**config.mk**
```make
export PLATFORM = sky130hd
export DESIGN_NAME = pulse_scheduler
export DESIGN_NICKNAME = d
export VERILOG_FILES = /design/src/rtl/pulse_scheduler.sv
export SDC_FILE = /design/constraint.sdc
export NUM_CORES = 1
export LEC_CHECK = 0
export ABC_AREA = 1
export BUFFER_PORTS_ARGS = -buffer_cell sky130_fd_sc_hd__buf_2
export CORE_UTILIZATION = 61
export DETAILED_ROUTE_END_ITERATION = 12
export PLACE_DENSITY = 0.95
export SETUP_SLACK_MARGIN = 0.2
export SYNTH_ARGS = -nofsm -noshare
export SYNTH_HDL_FRONTEND = slang
export SYNTH_SLANG_ARGS = --single-unit
```
**constraint.sdc**
```tcl
create_clock -name i_clock -period 3.54 [get_ports i_clock]
set_input_delay 0.354 -clock i_clock [delete_from_list [all_inputs] [get_ports i_clock]]
set_output_delay 0.354 -clock i_clock [all_outputs]
set_load 0.01 [all_outputs]
```
**src/rtl/pulse_scheduler.sv**
```systemverilog
// rtl/pulse_scheduler.sv - round-robin shared programmable pulse-burst generator
module pulse_scheduler #(
  parameter int NREQ = 2,
  parameter int CW   = 8
) (
  input  logic              i_clock,
  input  logic              i_reset,
  input  logic [NREQ-1:0]   i_req,
  input  logic [NREQ*CW-1:0] i_high_cnt,
  input  logic [NREQ*CW-1:0] i_low_cnt,
  input  logic [NREQ*CW-1:0] i_num_pulses,
  output logic [NREQ-1:0]   o_grant,
  output logic              o_busy,
  output logic [NREQ-1:0]   o_done,
  output logic              o_signal
);

  localparam int PW = (NREQ > 1) ? $clog2(NREQ) : 1;

  typedef enum logic [1:0] {S_IDLE, S_HIGH, S_LOW, S_DONE} state_t;

  state_t          r_state;
  logic [PW-1:0]   r_ptr;
  logic [PW-1:0]   r_owner;
  logic [NREQ-1:0] r_grant;
  logic            r_busy;
  logic [NREQ-1:0] r_done;
  logic            r_signal;
  logic [CW-1:0]   r_high;
  logic [CW-1:0]   r_low;
  logic [CW-1:0]   r_num;
  logic [CW-1:0]   r_phase;
  logic [CW-1:0]   r_pulses;

  logic            w_found;
  logic [PW-1:0]   w_win;
  int              w_idx;
  int              w_sel;
  logic [NREQ-1:0] w_grant_vec;
  logic [CW-1:0]   w_high_eff;
  logic [CW-1:0]   w_low_eff;
  logic [PW-1:0]   w_ptr_next;

  // Round-robin search: first requesting index at or above the pointer, wrapping around
  always_comb begin
    w_found     = 1'b0;
    w_win       = '0;
    w_idx       = 0;
    w_sel       = 0;
    w_grant_vec = '0;
    for (int i = 0; i < NREQ; i++) begin
      w_idx = int'(r_ptr) + i;
      if (w_idx >= NREQ) w_idx = w_idx - NREQ;
      if (!w_found && i_req[w_idx]) begin
        w_found = 1'b1;
        w_sel   = w_idx;
        w_win   = PW'(w_idx);
      end
    end
    if (w_found) w_grant_vec[w_sel] = 1'b1;
  end

  // A programmed count of zero behaves as one cycle; pointer moves just past the finished owner
  always_comb begin
    w_high_eff = (r_high == '0) ? CW'(1) : r_high;
    w_low_eff  = (r_low  == '0) ? CW'(1) : r_low;
    w_ptr_next = (r_owner == PW'(NREQ - 1)) ? '0 : r_owner + PW'(1);
  end

  // Burst FSM: arbitrate in IDLE, time HIGH/LOW phases, strobe done for one cycle in DONE
  always_ff @(posedge i_clock or posedge i_reset) begin
    if (i_reset) begin
      r_state  <= S_IDLE;
      r_ptr    <= '0;
      r_owner  <= '0;
      r_grant  <= '0;
      r_busy   <= 1'b0;
      r_done   <= '0;
      r_signal <= 1'b0;
      r_high   <= '0;
      r_low    <= '0;
      r_num    <= '0;
      r_phase  <= '0;
      r_pulses <= '0;
    end else begin
      case (r_state)
        S_IDLE: begin
          if (w_found) begin
            r_owner  <= w_win;
            r_grant  <= w_grant_vec;
            r_busy   <= 1'b1;
            r_high   <= i_high_cnt[w_sel*CW +: CW];
            r_low    <= i_low_cnt[w_sel*CW +: CW];
            r_num    <= i_num_pulses[w_sel*CW +: CW];
            r_phase  <= CW'(1);
            r_pulses <= '0;
            if (i_num_pulses[w_sel*CW +: CW] == '0) begin
              r_state  <= S_DONE;
              r_done   <= w_grant_vec;
              r_signal <= 1'b0;
            end else begin
              r_state  <= S_HIGH;
              r_signal <= 1'b1;
            end
          end
        end
        S_HIGH: begin
          if (r_phase == w_high_eff) begin
            r_state  <= S_LOW;
            r_signal <= 1'b0;
            r_phase  <= CW'(1);
          end else begin
            r_phase <= r_phase + CW'(1);
          end
        end
        S_LOW: begin
          if (r_phase == w_low_eff) begin
            r_pulses <= r_pulses + CW'(1);
            r_phase  <= CW'(1);
            if ((r_pulses + CW'(1)) == r_num) begin
              r_state <= S_DONE;
              r_done  <= r_grant;
            end else begin
              r_state  <= S_HIGH;
              r_signal <= 1'b1;
            end
          end else begin
            r_phase <= r_phase + CW'(1);
          end
        end
        S_DONE: begin
          r_state <= S_IDLE;
          r_grant <= '0;
          r_busy  <= 1'b0;
          r_done  <= '0;
          r_ptr   <= w_ptr_next;
        end
        default: r_state <= S_IDLE;
      endcase
    end
  end

  assign o_grant  = r_grant;
  assign o_busy   = r_busy;
  assign o_done   = r_done;
  assign o_signal = r_signal;

endmodule

```
==> results.toml <==
[timing]
tns_ns = 0
final.period_utilization = 0.667
skew_ns = 0.00645
setup_violations = 0
max_slew_margin = 0.322
worst_pin_slew_ns = 1.02
rsz0062_at_grt = "false"
whs_ns = 0.281
finalHoldViolations = 0
finalCriticalPeriod_ns = 2.36
max_freq_mhz = 424
slew_viol_final = 0

[worst_setup_path]
crit_type = "reg -> reg"
crit_arrival_ns = 2.58
crit_path_cell_trace = "inv_1 -> ha_1 -> nand2_1 -> inv_1 -> nor2_1 -> a31oi_1"
crit_path_max_fanout = 33
r2r_end = "r_high[6]"
cpMostUsedCell = "inv_1"
critPathRequiredTime_ns = 3.76
cpPeakStageDelay_ns = 0.79
reg2reg_slack_ns = 1.18
crit_buf_inv = 2
cp-end-kind = "flip-flop"
critical_path.top_delay_family = "buffers and inverters"
r2r_start = "r_state[0]"
worst_path_max_delay_cell = "inv_1"
cp-start-kind = "flip-flop"
ff2ff_path_depth = 6

[run]
max_cap_viol_count = 0

[routing]
drc = 0
drtIter0Drc = 259
dr.pass1.iters = 5
wl_um = 7710
route.met2.wl_um = 3770
viasPerCell = 5.42
wire_per_inst_um = 13.1
via_count = 3184
wl_met1_um = 3310
top_layer_used = "met4"
wl_met3_um = 498
ant_nets = 0

[synth]
netlist_area_um2 = 3250
synth-seq-cells = 50
syn_nets = 522
avgSynthCellArea_um2 = 6.99
yosysSeqAreaShare = 0.386
syn_inst = 464
ys_warn_count = 0
synth_cell_types = 31

[placed_design]
port_buffers = 57
placed_area_um2 = 3540
gp_congestion = 0.891
dpl.hpwl_um = 5810

[clock_network]
post-cts-setup-buffers = 0
max-clock-path-buffers = 2
clock_sinks = 50
path_clk_slew_ns = 0.09
h-tree-depth = 2
clockRootBuffer = "clkbuf_8"
ctsResizeCount = 0
numCtsBuffers = 5
cts_tree = "done"
cts.hold.buffers_added = 0
clk_latency_ns = 0.30

[power]
power_mw = 0.994
ir_drop_v = 0.000227
power_leakage_nw = 1.85
power_density_nw_per_um2 = 273

[floorplanning]
die_h_um = 74.9
die-width_um = 74.9
core_area_um2 = 5110
io_pins = 58
start_util = 0.635
placementRows = 26
dieArea_um2 = 5620

[layout]
fin_area_um2 = 3640
n_antenna_cell = 0
final_common_cell = "nand2_1"
drive_gt1_frac = 0.201
layout_common_cells = "nand2_1, buf_2, dfrtp_1"
syn_to_final_growth_pct = 12.1
nets = 574

[outcome]
status = "complete, no violations"

[min_path]
min_path_type = "in -> async"

[global_routing]
grtUsageTotal = 0.302
overflow = 0
first_global_vias = 2930
grt_max_degree = 51
antenna_found_initial = 0
grt_pass1_wl_um = 12900
==> flip-flops by register name, summed over array words and instances (netlist names) <==
| name | flops |
|---|---|
| r_high | 8 |
| r_low | 8 |
| r_num | 8 |
| r_phase | 8 |
| r_pulses | 8 |
| o_done | 2 |
| o_grant | 2 |
| r_state | 2 |
| o_busy | 1 |
| o_signal | 1 |
| r_owner | 1 |
| r_ptr | 1 |
==> how the worst max path moves through the flow <==
stage,start,endpoint,slack (ns),cells after the start
floorplan,r_pulses[0],o_done[0],1.92,12
global placement,r_state[0],o_grant[0],1.45,6
detailed placement,r_state[0],r_high[6],1.23,6
CTS,r_state[0],r_high[6],1.20,6
global route,r_state[0],r_high[6],0.83,6
finish,r_state[0],r_high[6],1.18,6
==> per-stage QoR <==
step | instances | utilization | setup slack, ns
5_1_grt | 587 | 0.712 | 0.835
3_3_place_gp | 579 | 0.694 | 1.45
6_report | 587 | 0.712 | 1.18
2_1_floorplan | 464 | - | 1.92
3_5_place_dp | 579 | 0.694 | 1.23
4_1_cts | 587 | 0.712 | 1.20
==> power breakdown <==
group	switching [mW]	leakage, nW	internal, mW
Combinational	0.0433	1.14	0.0305
Sequential	0	0.658	0.571
Clock	0.192	0.0472	0.157
Total	0.236	1.85	0.759
==> synth_stat cells (all sizes together) <==
cell type | instances | area (um2)
nand2 | 164 | 651
inv | 58 | 218
dfrtp | 50 | 1250
nor2 | 50 | 223
o21ai | 39 | 225
nand3 | 34 | 190
a31oi | 17 | 106
buf | 10 | 71.3
a21oi | 6 | 30.0
ha | 6 | 75.1
nand4 | 6 | 37.5
xnor2 | 6 | 52.6
o22ai | 5 | 31.3
clkbuf | 3 | 11.3
nor3 | 3 | 20.0
xor2 | 3 | 26.3
a21boi | 1 | 7.51
clkinv | 1 | 3.75
nand3b | 1 | 7.51
o21bai | 1 | 7.51
==> cell type report <==
cell class	count	area [um2]
flip-flops and latches	50	1250
well taps	70	87.6
clock inverters	2	12.5
fillers	393	1470
inverters	59	221
multi-input cells	342	1690
clock buffers	6	82.6
repair buffers	58	293
==> cell families (layout without fill, tap and decap cells) <==
group	count (synthesis)	count (layout)	synth area share
AO/OA/AOI/OAI	69	69	0.126
XOR/XNOR	9	9	0.0243
adder cells (fa/ha/maj)	6	6	0.0231
buffers and inverters	72	125	0.0937
flip-flops	50	50	0.386
AND/OR/NAND/NOR	258	258	0.348
==> per-layer routing <==
layer / up-vias / global-route usage
met5: - / 0
met4: 0 / 0.0985
met3: 17 / 0.0535
met2: 134 / 0.505
met1: 1456 / 0.401
li1: 1577 / -
No activity file was read; power rests on OpenSTA's default activity.
